`src/rtl/seq_shift_add_multiplier.sv`:
```
// rtl/seq_shift_add_multiplier.sv - unsigned sequential shift-add multiplier
//
// Purpose:
//   Computes m = x * y for WIDTH-bit unsigned operands, one shift-add step
//   per clock, so a wide multiply costs a single 2*WIDTH-bit adder.
//   A request is accepted on a clock edge with start=1 while idle. The
//   result appears on m together with a one-cycle done pulse, WIDTH edges
//   after acceptance. A zero operand short-circuits to a one-edge result.
//
// Ports:
//   clk    in   1         rising-edge clock
//   rst_n  in   1         asynchronous reset, active-low
//   start  in   1         request; sampled only while idle (busy=0)
//   x      in   WIDTH     multiplicand, captured on the accepted start
//   y      in   WIDTH     multiplier, captured on the accepted start
//   busy   out  1         high while a multiply is in progress
//   done   out  1         one-cycle pulse: m holds a new product
//   m      out  2*WIDTH   product register, held until the next completion

module seq_shift_add_multiplier #(
  parameter int WIDTH = 4
) (
  input  logic               clk,
  input  logic               rst_n,
  input  logic               start,
  input  logic [WIDTH-1:0]   x,
  input  logic [WIDTH-1:0]   y,
  output logic               busy,
  output logic               done,
  output logic [2*WIDTH-1:0] m
);

  localparam int PW = 2 * WIDTH;
  localparam int CW = $clog2(WIDTH);

  // Value of count on the WIDTH-th (final) step.
  localparam logic [CW-1:0] LAST = CW'(WIDTH - 1);

  typedef enum logic {
    IDLE = 1'b0,
    RUN  = 1'b1
  } state_t;

  state_t state;
  state_t state_next;

  logic [PW-1:0]    acc;
  logic [PW-1:0]    mcand;
  logic [PW-1:0]    acc_step;
  logic [WIDTH-1:0] mplier;
  logic [CW-1:0]    count;

  logic operands_zero;
  logic accept_run;
  logic accept_zero;
  logic last_step;

  // A zero operand never needs the iterative path.
  assign operands_zero = (x == '0) || (y == '0);

  // Accumulator value after the current step's conditional add. It is also
  // the final product on the last step, so that add is not lost.
  assign acc_step = mplier[0] ? (acc + mcand) : acc;

  //--------------------------------------------------------------------------
  // FSM: state register
  //--------------------------------------------------------------------------
  always_ff @(posedge clk or negedge rst_n) begin
    if (!rst_n) begin
      state <= IDLE;
    end else begin
      state <= state_next;
    end
  end

  //--------------------------------------------------------------------------
  // FSM: next-state logic
  //--------------------------------------------------------------------------
  always_comb begin
    state_next = state;
    case (state)
      IDLE: begin
        if (start && !operands_zero) begin
          state_next = RUN;
        end
      end
      RUN: begin
        if (count == LAST) begin
          state_next = IDLE;
        end
      end
      default: state_next = IDLE;
    endcase
  end

  //--------------------------------------------------------------------------
  // FSM: output / control decode
  //--------------------------------------------------------------------------
  always_comb begin
    busy        = 1'b0;
    accept_run  = 1'b0;
    accept_zero = 1'b0;
    last_step   = 1'b0;
    case (state)
      IDLE: begin
        accept_run  = start && !operands_zero;
        accept_zero = start && operands_zero;
      end
      RUN: begin
        busy      = 1'b1;
        last_step = (count == LAST);
      end
      default: ;
    endcase
  end

  //--------------------------------------------------------------------------
  // Datapath: operand capture and shift-add iteration
  //--------------------------------------------------------------------------
  always_ff @(posedge clk or negedge rst_n) begin
    if (!rst_n) begin
      acc    <= '0;
      mcand  <= '0;
      mplier <= '0;
      count  <= '0;
    end else if (accept_run) begin
      acc    <= '0;
      mcand  <= {{WIDTH{1'b0}}, x};
      mplier <= y;
      count  <= '0;
    end else if (busy) begin
      acc    <= acc_step;
      mcand  <= mcand << 1;
      mplier <= mplier >> 1;
      count  <= count + 1'b1;
    end
  end

  //--------------------------------------------------------------------------
  // Result register and completion pulse
  //--------------------------------------------------------------------------
  always_ff @(posedge clk or negedge rst_n) begin
    if (!rst_n) begin
      m    <= '0;
      done <= 1'b0;
    end else begin
      // done defaults low so it can never stretch past one cycle per result.
      done <= accept_zero || last_step;
      if (accept_zero) begin
        m <= '0;
      end else if (last_step) begin
        m <= acc_step;
      end
    end
  end

endmodule
```
`config.mk`:
```
export PLATFORM = sky130hd
export DESIGN_NAME = seq_shift_add_multiplier
export DESIGN_NICKNAME = d
export VERILOG_FILES = /design/src/rtl/seq_shift_add_multiplier.sv
export SDC_FILE = /design/constraint.sdc
export NUM_CORES = 1
export LEC_CHECK = 0
export CELL_PAD_IN_SITES_DETAIL_PLACEMENT = 0
export CELL_PAD_IN_SITES_GLOBAL_PLACEMENT = 1
export CORE_MARGIN = 4
export CORE_UTILIZATION = 40
export CTS_BUF_LIST = sky130_fd_sc_hd__clkbuf_8 sky130_fd_sc_hd__clkbuf_16
export CTS_CLUSTER_SIZE = 20
export DETAILED_ROUTE_END_ITERATION = 10
export PLACE_DENSITY_LB_ADDON = 0.1
export SYNTH_ARGS = -nofsm -noshare
export SYNTH_HDL_FRONTEND = slang
export SYNTH_SLANG_ARGS = --single-unit
```
`constraint.sdc`:
```
create_clock -name clk -period 2.28 [get_ports clk]
set_input_delay 0.456 -clock clk [delete_from_list [all_inputs] [get_ports clk]]
set_output_delay 0.456 -clock clk [all_outputs]
set_load 0.005 [all_outputs]
```
Yosys cells after proc, flatten, opt, wreduce, memory -nomap -nowiden
Index checks and enable logic that the tools add are counted.
{ "word_totals": {"reg_bits": 32, "output_inout_bits": 10} }
{ "op_classes": {"addsub": 2, "eq_ne": 1, "n_mux": 18, "n_bitwise": 1, "reduce_logical": 9} }
{ "op_table": {"columns": ["operator", "count"], "rows": [
  ["8-bit two-way mux", 7],
  ["8-bit adder", 1],
  ["4-bit zero test", 2],
  ["4-bit two-way mux", 2],
  ["1-bit two-way mux", 6],
  ["2-bit two-way mux", 2],
  ["2-bit nonzero test", 2],
  ["2-bit by 1-bit adder with 2-bit output, second input constant", 1],
  ["2-bit equality test, second input constant", 1],
  ["1-bit logical AND", 2],
  ["1-bit logical OR", 2],
  ["1-bit one-hot mux with 2 select lines", 1],
  ["1-bit zero test", 1],
  ["1-bit NOT", 1]
]} }

Depth between registers and ports, before layout
Gate-level depths: netlist of run 1.
{ "logic_depth": {"word_depth": 6, "ltp_mapped": 7, "depth_no_buf": 7} }

Least setup slack after synthesis of run 1
OpenSTA, ideal clock, no wires.
{ "synth_timing": {"kind": "register to register", "start": "register acc[0]", "end": "register m[6]", "t_arrival_ps": 1952, "t_required_ps": 2214, "slack_ps": 262, "path_stages_with_launch": 8, "n_path_buf": 0, "cell_sequence": "dfrtp_1 > ha_1 > fa_1 > a211oi_1 > o21bai_1 > a21oi_1 > mux2_2 > nand2_1"} }
{ "synth_between": {"elab_chain_len": 4} }
{ "synth_rtl": {"columns": ["item", "line", "rtl"], "rows": [
  ["from (decl)", "47", "logic [PW-1:0] acc;"],
  ["from (signal assigned)", "132", "acc <= acc_step;"],
  ["8-bit adder", "63", "assign acc_step = mplier[0] ? (acc + mcand) : acc;"],
  ["8-bit two-way mux", "63", null],
  ["8-bit two-way mux", "151", "end else if (last_step) begin"],
  ["8-bit two-way mux", "149", "if (accept_zero) begin"],
  ["to (signal assigned)", "152", "m <= acc_step;"],
  ["to (decl)", "30", "output logic [2*WIDTH-1:0] m"]
]} }
Every way passes these cells. The select of a mux whose other input is x is not followed.
A chain may end at the register's enable or synchronous reset.

Final worst setup path of run 1
Ends and elaborated chain as after synthesis.

==> metrics.txt, run 1 <==
status=completed; number of remaining DRC errors=0; Slew Viols, Final=0; Area growth syn-to-layout=19.5%; sequential power share=38.2%; CTS Buf Count=5; # diodes=0; I/O Pins=21; ranking of synthesized cells by area=dfrtp_1 (46%), ha_1 (5.8%), o21ai_0 (4.6%); Mapped Cells=158; clock power share=19.2%; Final min period=2.18 ns; CP cell instances=ha_1, fa_1, a211oi_1, o21bai_1, a21oi_1, mux2_2, nand2_1; post-CTS resize count=0; internal power=0.00155 W; clock skew=0.00322 ns; upper clock frequency limit=460 MHz; DR vias/cell=5.74; setup TNS=0 ns; Root Buffer=clkbuf_8; DR iter-0 viols=152; WP data arrival=2.40 ns; Yosys reg bits=32; RSZ-0062 raised after global routing=no; clk buf depth=2; FF-to-FF path depth=7; dpl ws=0.0525 ns; Final #Nets=202; Worst-Skew Late Latency=0.28 ns; Setup Fix Bufs, Post-CTS=0; crit-path max FO=3; WL/cell=15.4 um; fraction of the yosys area taken by sequential cells=46.3%; area leader, netlist=dfrtp_1; Die Span Y=73.7 um; leak pwr=0.959 nW; Final Setup Violations=0; Min-Delay Path Depth=2; Worst slew margin=69.0%; max incr delay on CP=0.42 ns; CORE AREA=0.00409 mm^2; hpwl dp=2570 um; syn nets=178; Rows=23; Clock transition at path regs=0.06 ns; CP max stage cell=fa_1; Switching Power=0.000891 W; initial antenna violation count=0; Clock Sinks=32; routed via count=1331; data required time of the worst path=2.50 ns; Total GRT Usage=15.0%; Crit. End Element=flop; Setup CP Type=flop to flop; largest net degree at the start of global routing=33; Starting Density=42.3%; HP Class=flop to flop; vias in the first global route=1258; commonest non-fill, non-tap cell in the layout=dfrtp_1; Die Wd=73.7 um; gr ovfl total=0; share of the synthesized area in the top cell type=46.3%; CTS tree=yes; yosys synthesis warning count=0; Worst Setup Start Kind=flop; Port Buffers=20; first-pass GRT wire length=6050 um; Syn Area/Cell=10.9 um^2; DIE AREA=0.00544 mm^2; Worst Setup Slack, final=0.104 ns; commonest cells after routing, fill and taps aside=dfrtp_1 (32), clkdlybuf4s50_1 (20), nand2_1 (16), o21ai_0 (16), inv_1 (10); final worst path period share=95.4%; share of cells above drive strength 1=14.8%; antenna-violating nets left=0; DR pass1 iterations=6; H-tree level count=2; Slew @ Worst Pin=0.464 ns; combinational power share=42.6%; GPL Wtd Cong=0.811; max capacitance violation total=0; Yosys cell types=43; peak supply drop=0.545 mV; Mapped Area=0.00173 mm^2; Final Hold Viols=0; pwr/cell area=1180 mW/mm^2; cts hold-fix bufs=0; switching share of power=36.4%; Total Wirelength=3580 um
-- state kept, by name, indices dropped and copies added (netlist names) --
register	count
m	8
done	1
count	2
mplier	4
acc	8
mcand	8
state	1
-- layer usage --
layer	share of wire, %	global-route usage [%]	vias up
li1	-	-	640
met4	2.2	6.24	0
met5	0	0	-
met3	7.9	4.79	8
met1	44	19.0	636
met2	46	23.6	47
-- metrics by stage --
stage	cells	total power, W	area, um^2	hold WS (ns)	util, %
after global routing	232	0.00264	2060	0.521	50.5
after floorplan	158	0.00164	1730	0.160	-
after global placement	225	0.00198	1970	0.461	48.2
final	232	0.00245	2060	0.487	50.5
after CTS	232	0.00247	2060	0.492	50.5
after detailed placement	225	0.00199	1970	0.478	48.2
-- cell usage after synthesis (all sizes together) --
cell type and number:
a211oi 3, a21o 2, a21oi 4, a222oi 6, a22o 11, a2bb2oi 1, a31oi 2, a32oi 2
and2 1, and3 2, buf 4, clkbuf 4, dfrtp 32, fa 1, ha 8, inv 10
mux2 3, mux2i 2, nand2 16, nand2b 1, nand3 5, nand3b 1, nor2 4, nor3 3
nor3b 1, o21a 1, o21ai 16, o21bai 1, o22ai 1, o2bb2ai 1, o31ai 2, o41ai 1
or3 1, or4 1, xnor2 2, xor2 2
-- logic make-up after synthesis --
logic type	share of synthesized area, %
AOI/OAI and AO/OA	25.3
buffers and inverters	5.65
xor gates and xnor gates	2.03
adders and majority gates	6.95
and+or+nand+nor	10.6
DFF	46.3
muxes	3.11
-- power by group through the flow --
stage          Combinational [W]  Sequential (W)  Clock [W]
2_1_floorplan           0.000756        0.000887          0
3_3_place_gp             0.00104        0.000936          0
3_5_place_dp             0.00105        0.000943          0
4_1_cts                  0.00106        0.000935   0.000482
5_1_grt                  0.00117        0.000965   0.000508
6_report                 0.00104        0.000933   0.000471
-- final cells by class --
| cell class | instances | area (um^2) |
|---|---|---|
| tap | 50 | 62.6 |
| multi-input combinational | 108 | 830 |
| fill | 364 | 2020 |
| sequential | 32 | 801 |
| inverter | 10 | 37.5 |
| timing repair buffer | 25 | 238 |
| clock buffer | 7 | 96.3 |
-- worst max-delay path, delay by kind of cell, from the launching register on --
family                     cells  cell delay (ns)
AOI/OAI and AO/OA              3             0.65
adders and majority gates      2             0.65
DFF                            1             0.39
muxes                          1             0.36
and+or+nand+nor                1             0.05
-- worst paths after layout --
path                             to  startpoint  slack [ns]
min reg2reg                    m[0]        m[0]        0.49
min in group asynchronous      done       rst_n        0.56
max                            m[6]      acc[0]        0.10
max in group asynchronous  mcand[4]       rst_n        1.42
min                            m[0]        m[0]        0.49
max reg2reg                    m[6]      acc[0]        0.10
No activity file was read; power rests on OpenSTA's default activity.
==> run 2: changes to the inputs <==
--- a/config.mk
+++ b/config.mk
@@ -13,6 +13,7 @@
 export CTS_CLUSTER_SIZE = 20
 export DETAILED_ROUTE_END_ITERATION = 10
 export PLACE_DENSITY_LB_ADDON = 0.1
+export SLEW_MARGIN = 30
 export SYNTH_ARGS = -nofsm -noshare
 export SYNTH_HDL_FRONTEND = slang
 export SYNTH_SLANG_ARGS = --single-unit
==> results of run 2 <==
The final DEF is identical to that of run 1; final timing and power are the same.
